===== src/rtl/keypad_digit_entry.sv =====
// 4x4 keypad scanner with debounce, key decode and two 4-digit BCD operand entry.
// Optional backspace on key 13 is enabled by defining KEYPAD_BACKSPACE_EN.
module keypad_digit_entry #(
    parameter int unsigned DIV      = 100,
    parameter int unsigned DEBOUNCE = 4
) (
    input  logic       clk,
    input  logic       rst,
    input  logic [3:0] row,
    output logic [3:0] col,
    output logic [3:0] A1,
    output logic [3:0] A2,
    output logic [3:0] A3,
    output logic [3:0] A4,
    output logic [3:0] B1,
    output logic [3:0] B2,
    output logic [3:0] B3,
    output logic [3:0] B4,
    output logic [1:0] ST,
    output logic       key_valid,
    output logic [3:0] key_code
);

    localparam int unsigned TW = (DIV > 2) ? $clog2(DIV) : 1;
    localparam int unsigned DW = $clog2(DEBOUNCE + 1);
    localparam logic [TW-1:0] TICK_LAST = TW'(DIV - 1);
    localparam logic [DW-1:0] DB_LAST   = DW'(DEBOUNCE - 1);

    typedef enum logic [1:0] {S_SCAN, S_DEBOUNCE, S_PRESSED} scan_t;
    typedef enum logic [1:0] {ENTER_A = 2'd0, ENTER_B = 2'd1, DONE = 2'd2} entry_t;

    scan_t         scan_st;
    entry_t        entry_st;
    logic [TW-1:0] tick_cnt;
    logic [DW-1:0] db_cnt;
    logic [3:0]    latched;
    logic          tick;
    logic [1:0]    row_idx;
    logic [1:0]    col_idx;
    logic [3:0]    cur_code;

    assign tick     = (tick_cnt == TICK_LAST);
    assign cur_code = {row_idx, col_idx};
    assign ST       = entry_st;

    // Lowest pressed row wins; column index comes from the one-hot drive.
    always_comb begin
        row_idx = 2'd0;
        for (int i = 3; i >= 0; i--) begin
            if (row[i]) row_idx = 2'(i);
        end
        col_idx = 2'd0;
        for (int i = 0; i < 4; i++) begin
            if (col[i]) col_idx = 2'(i);
        end
    end

    // Scan tick divider and scan/debounce FSM.
    always_ff @(posedge clk) begin
        if (rst) begin
            tick_cnt  <= '0;
            scan_st   <= S_SCAN;
            db_cnt    <= '0;
            latched   <= 4'd0;
            col       <= 4'b0001;
            key_valid <= 1'b0;
            key_code  <= 4'd0;
        end else begin
            key_valid <= 1'b0;
            tick_cnt  <= tick ? '0 : tick_cnt + TW'(1);
            if (tick) begin
                case (scan_st)
                    S_SCAN: begin
                        if (row == 4'd0) begin
                            col <= {col[2:0], col[3]};
                        end else begin
                            latched <= cur_code;
                            db_cnt  <= '0;
                            scan_st <= S_DEBOUNCE;
                        end
                    end
                    S_DEBOUNCE: begin
                        if (row != 4'd0 && cur_code == latched) begin
                            if (db_cnt == DB_LAST) begin
                                scan_st   <= S_PRESSED;
                                key_valid <= 1'b1;
                                key_code  <= latched;
                                db_cnt    <= '0;
                            end else begin
                                db_cnt <= db_cnt + DW'(1);
                            end
                        end else begin
                            scan_st <= S_SCAN;
                        end
                    end
                    S_PRESSED: begin
                        // Release must also be stable before scanning resumes.
                        if (row == 4'd0) begin
                            if (db_cnt == DB_LAST) begin
                                scan_st <= S_SCAN;
                                db_cnt  <= '0;
                            end else begin
                                db_cnt <= db_cnt + DW'(1);
                            end
                        end else begin
                            db_cnt <= '0;
                        end
                    end
                    default: scan_st <= S_SCAN;
                endcase
            end
        end
    end

    // Operand entry, acting on each accepted key.
    always_ff @(posedge clk) begin
        if (rst) begin
            {A4, A3, A2, A1} <= 16'd0;
            {B4, B3, B2, B1} <= 16'd0;
            entry_st         <= ENTER_A;
        end else if (key_valid) begin
            if (key_code <= 4'd9) begin
                if (entry_st == ENTER_A) begin
                    {A4, A3, A2, A1} <= {A3, A2, A1, key_code};
                end else if (entry_st == ENTER_B) begin
                    {B4, B3, B2, B1} <= {B3, B2, B1, key_code};
                end
            end else begin
                case (key_code)
                    4'd10: if (entry_st == ENTER_A) entry_st <= ENTER_B;
                    4'd11: if (entry_st == ENTER_B) entry_st <= DONE;
                    4'd12: begin
                        {A4, A3, A2, A1} <= 16'd0;
                        {B4, B3, B2, B1} <= 16'd0;
                        entry_st         <= ENTER_A;
                    end
`ifdef KEYPAD_BACKSPACE_EN
                    4'd13: begin
                        if (entry_st == ENTER_A) begin
                            {A4, A3, A2, A1} <= {4'd0, A4, A3, A2};
                        end else if (entry_st == ENTER_B) begin
                            {B4, B3, B2, B1} <= {4'd0, B4, B3, B2};
                        end
                    end
`endif
                    default: ;
                endcase
            end
        end
    end

endmodule


===== config.mk =====
export PLATFORM = sky130hd
export DESIGN_NAME = keypad_digit_entry
export DESIGN_NICKNAME = d
export VERILOG_FILES = /design/src/rtl/keypad_digit_entry.sv
export SDC_FILE = /design/constraint.sdc
export NUM_CORES = 1
export LEC_CHECK = 0
export ABC_AREA = 1
export BUFFER_PORTS_ARGS = -buffer_cell sky130_fd_sc_hd__buf_2
export CORE_ASPECT_RATIO = 0.6
export CORE_MARGIN = 4
export CORE_UTILIZATION = 56
export DETAILED_ROUTE_END_ITERATION = 16
export PLACE_DENSITY = 0.8
export SLEW_MARGIN = 0
export SYNTH_ARGS = -nofsm -noshare
export SYNTH_HDL_FRONTEND = slang
export SYNTH_SLANG_ARGS = --single-unit

===== constraint.sdc =====
create_clock -name clk -period 2 [get_ports clk]
set_input_delay 0.2 -clock clk [delete_from_list [all_inputs] [get_ports clk]]
set_output_delay 0.2 -clock clk [all_outputs]
set_load 0.02 [all_outputs]

Yosys cells after proc, flatten, opt, wreduce, memory -nomap -nowiden
Index checks and enable logic that the tools add are counted.
- output and inout bits: 43
- input port bits: 6
- word-level logic and storage cells: 104
- bits in read-only memories: 0
- bits in writable memories: 0
- memories kept: 0
- register bits after elaboration: 59
- latch bits: 0
- div/mod/pow operators: 0
- reductions and logical operators: 18
- eq/ne operators: 19
- bitwise logic cells: 5
- $add $sub $neg: 2
- magnitude comparators: 1
- multiply operators: 0
- muxes and demuxes: 43
- shift operators: 0
- operator list (kind ; number):
    2-to-1 mux 4 bit ; 21
    2-to-1 mux 2 bit ; 13
    inequality test 2 bit (second input constant) ; 7
    equality test 4 bit (second input constant) ; 3
    2-to-1 mux 3 bit ; 4
    case mux 2 bit (3 select lines) ; 2
    AND reduction 4 bit ; 3
    AND reduction 5 bit ; 2
    case mux 3 bit (3 select lines) ; 1
    AND reduction 3 bit ; 3
    adder 7 x 1 -> 7 bit (second input constant) ; 1
    equality test 7 bit (second input constant) ; 1
    nonzero test 3 bit ; 2
    inverter 1 bit ; 5
    equality test 2 x 1 -> 1 bit (second input constant) ; 2
    equality test 4 bit ; 1
    less-or-equal comparator 4 bit (second input constant) ; 1
    logical NOT 2 bit ; 2
    logical NOT 4 bit ; 1
    inequality test 2 x 1 -> 1 bit (second input constant) ; 2
    nonzero test 4 bit ; 1
    OR reduction 4 bit ; 1
    adder 3 x 1 -> 3 bit (second input constant) ; 1
    equality test 3 x 2 -> 1 bit (second input constant) ; 1
    other kinds (6) ; 7

Logic depth before layout (Yosys ltp)
- depth after elaboration: 8
- gate-level depth with buffers: 13
- gate-level depth less buffers: 13

Worst setup path before layout
Ideal clock, no wire load.
- path type: flip-flop to flip-flop
- from: register col[2]
- to: register db_cnt[2]
- path buffers: 0
- slack: 541 ps
- arrival: 1343 ps
- required time: 1884 ps
- clock period less this slack: 1459 ps
- cell stages (with the launch flop): 12
- setup time: 116 ps
- path through: dfxtp_1 -> inv_1 -> nand2_1 -> nand2_1 -> nand2_1 -> nand2_1 -> nor2_1 -> nand2_2 -> nand2_1 -> nand2_1 -> o211ai_1 -> inv_1
- cells in the longest elaborated chain, start to end: 6
- ends and longest elaborated chain (element ; RTL line ; text):
    start: declaration ; 10 ; output logic [3:0] col,
    start signal: assignment ; 75 ; col <= {col[2:0], col[3]};
    2-to-1 mux 2 bit (2 in series) ; 54 ; if (col[i]) col_idx = 2'(i);
    equality test 4 bit ; 83 ; if (row != 4'd0 && cur_code == latched) begin
    logical AND 1 bit ; 83 ;
    inequality test 2 bit (no source line) ; - ;
    AND reduction 4 bit (no source line) ; - ;
    end signal: assignment ; 90 ; db_cnt <= db_cnt + DW'(1);
    end signal: assignment ; 103 ; db_cnt <= db_cnt + DW'(1);
    end: declaration ; 35 ; logic [DW-1:0] db_cnt;
Every way passes these cells.
A chain may end at the register's enable or synchronous reset.

Worst setup path in the final report
- from: register scan_st[0]
- to: register db_cnt[2]
- cells in the longest elaborated chain, start to end: 3
- elaborated cells on any way between the ends: 8
- classes of those cells: eq/ne (4); mux (1); reduce/logical (3)
- ends and longest elaborated chain (element ; RTL line ; text):
    start: declaration ; 32 ; scan_t scan_st;
    start signal: assignment ; 62 ; scan_st <= S_SCAN;
    start signal: assignment ; 79 ; scan_st <= S_DEBOUNCE;
    start signal: assignment ; 85 ; scan_st <= S_PRESSED;
    equality test 2 x 1 -> 1 bit, or another cell as far along ; 72 ; case (scan_st)
    inequality test 2 bit (no source line) / nonzero test 3 bit (equally long branches) ; - ;
    AND reduction 4 bit (no source line) ; - ;
Several ways; a longest one is shown, not always the timed one.

==> impl_results.md <==
* Slew Viols, Final at 0
* Layout cell share with drive strength beyond 1 at 20.60%
* Maximum VDD drop at 0.0004818 V
* Detail Route Antenna Nets at 0
* Met3 wire len at 401 um
* Total Routed Length at 5.857 mm
* First-pass GRT wire length at 9.742 mm
* FF+latch count, synth at 59
* Clock sink count at 59
* Worst-path clk slew at 0.06 ns
* Ys Warns at 0
* Asr flop ratio synth at 0%
* Max Buffers Root-to-Sink at 2
* PortBufs at 48
* Initial DRC Count at 174
* Initial core utilization at 58.03%
* Final hold viol count at 0
* Min-delay worst type: in -> reg
* # fillers at 385
* Initial antenna violation count at 0
* Power Dens Cells at 749.0 nW/um^2
* Tcrit/Tclk final at 83.55%
* Setup tns final at 0 ns
* DPL Wire Length at 4.063 mm
* Max_cap viols at 0
* Main synth FF type: dfxtp_1
* Multi-input gate area at 1266 um^2
* Global placement routability congestion at 0.8484
* Relative slew slack at 74.86%
* RSZ-0062 raised after global routing: false
* Detailed-route DRC error count at 0
* Critical path type: reg -> reg
* Resized cells post-CTS at 0
* CP Data Required Time at 2.23 ns
* Largest net degree at the start of global routing at 36
* Total grt overflow at 0
* Dominant cell type by area after synthesis: dfxtp_1
* DR top layer: met4
* Synth area leaders: dfxtp_1, nand2_1, a21oi_1
* Vert. Die Dim at 61.41 um
* Worst path top cell family by delay: flip-flops
* Critical path depth in cells at 8
* CP max-delay cell: dfxtp_1
* Post-synthesis sequential area ratio at 44.36%
* Drt pass-1 iters at 4
* Critical Path Most Common Cell: inv_1
* Avg Inst Size Synth at 7.607 um^2
* Core Area at 4588 um^2
* Vias in the first global route at 2064
* Register area at 1181 um^2
* Final setup fails at 0
* Final Total Pwr at 2.342 mW
* Share of the synthesized area in the top cell type at 44.36%
* Post-synth EDFFs at 0
* Routed vias at 2380
* Met1 wire length at 3.033 mm
* Post-synth net total at 362
* CTS Hold Bufs at 0
* Crit path launch type: register
* Wirelength per Cell at 12.57 um
* H-tree depth at 3
* Tmin final at 1.671 ns
* CTS buffer count at 9
* Fmax achieved at 598.5 MHz
* R2R depth at 8
* CTS root buf: clkbuf_8
* Crit-path max FO at 3
* Worst slew pin tran at 0.3771 ns
* Antenna cells at 0
* Worst skew pair latency at 0.34 ns
* CP arrival at 1.90 ns
* GRT Util Overall at 20.86%
* Hold Path Depth at 4
* Core Util, Final at 68.15%
* CP Buf/Inv Count at 3
* Crit path cell chain: inv_1 > ha_1 > inv_1 > o21ai_0 > nor2_1 > nand2_1 > o211ai_1 > inv_1
* Largest stage delay, worst path at 0.40 ns
* Die area at 5958 um^2
* Pleak at 1.333 nW
* Outcome: completed
* Post-Syn Area at 2663 um^2
* Via density at 5.107
* P&R area growth vs syn at 17.43%
* Count of cell types in the netlist at 31
* Final #Nets at 411
* Metal2 WL at 2.306 mm
* CTS tree: done
* Post-Syn Instances at 350
* Row count at 19
* Io pins at 49
* Horiz. Die Dim at 97.02 um
* Layout Skew at 0.005472 ns
* CP endpoint kind: register
* Post CTS Setup Buffer Count at 0
## through the flow
step                cells  hold WS, ns  setup slack [ns]  area, um^2
CTS                   466       0.1911            0.1824        3119
global route          466       0.2247            0.1319        3127
floorplan             350       0.4050            0.5409        2663
detailed placement    451       0.4436            0.1990        2918
finish                466       0.2080            0.3291        3127
global placement      451       0.4339            0.3022        2918
## state kept, by name, summed over array words and instances (netlist names)
register,cells
A1,4
A3,4
key_valid,1
B4,4
scan_st,2
A2,4
B2,4
key_code,4
B3,4
tick_cnt,7
latched,4
A4,4
db_cnt,3
ST,2
col,4
B1,4
## power by group
group / internal [mW] / switching [mW] / leakage [nW]
Combinational: 0.0189 / 0.0434 / 0.760
Clock: 0.633 / 0.463 / 0.0974
Sequential: 1.18 / 0.00335 / 0.476
## worst min-delay path: cells and delay by family
kind / cells / cell delay (ns)
compound gates: 1 / 0.06
simple gates: 2 / 0.14
buf+inv: 1 / 0.10
## Yosys cell counts, types with 3 or more instances
cell / number
nor2_1: 31
inv_1: 35
buf_6: 3
clkbuf_1: 4
o21ai_0: 13
nor3_1: 4
ha_1: 6
nand2_2: 4
dfxtp_1: 59
nand2_1: 80
buf_2: 3
a21oi_1: 45
nand3b_1: 12
nor2_2: 4
nand3_1: 24
## cells by family (layout without fill, tap and decap cells)
kind of cell / Yosys count / count (layout) / share of synthesized area, %
AND/OR/NAND/NOR: 169 / 169 / 30.59
flip-flops: 59 / 59 / 44.36
XOR/XNOR: 2 / 2 / 0.6580
AO/OA/AOI/OAI: 65 / 65 / 13.20
adder cells (fa/ha/maj): 6 / 6 / 2.819
buffers and inverters: 49 / 102 / 8.365
## final timing paths
check                                  from           to  slack, ns
worst max-delay path             scan_st[0]    db_cnt[2]       0.33
worst min register to register  tick_cnt[0]  tick_cnt[0]       0.45
worst max register to register   scan_st[0]    db_cnt[2]       0.33
worst min-delay path                 row[1]   latched[3]       0.21
## placed cells by master, fill, tap and decap left out, types with 6 or more instances in the layout
cell type / Yosys / layout
nand3b_1: 12 / 12
dfxtp_1: 59 / 59
a21oi_1: 45 / 45
inv_1: 35 / 35
ha_1: 6 / 6
nand3_1: 24 / 24
clkbuf_8: 0 / 11
o21ai_0: 13 / 13
buf_2: 3 / 48
nand2_1: 80 / 80
nor2_1: 31 / 31
## routing by layer
layer  vias up  global-route usage [%]
met1      1056                   29.55
met5         -                       0
met4         0                   9.400
li1       1239                       -
met3        12                   7.353
met2        73                   28.63
## cell type report
cell class	count	share of cell area (%)
Clock buffer	11	4.842
Clock inverter	4	1.601
Inverter	37	4.602
Multi-Input combinational cell	242	40.50
Sequential cell	59	37.78
Tap cell	63	2.521
Timing Repair Buffer	50	8.163
(Power assumes the default switching activity.)
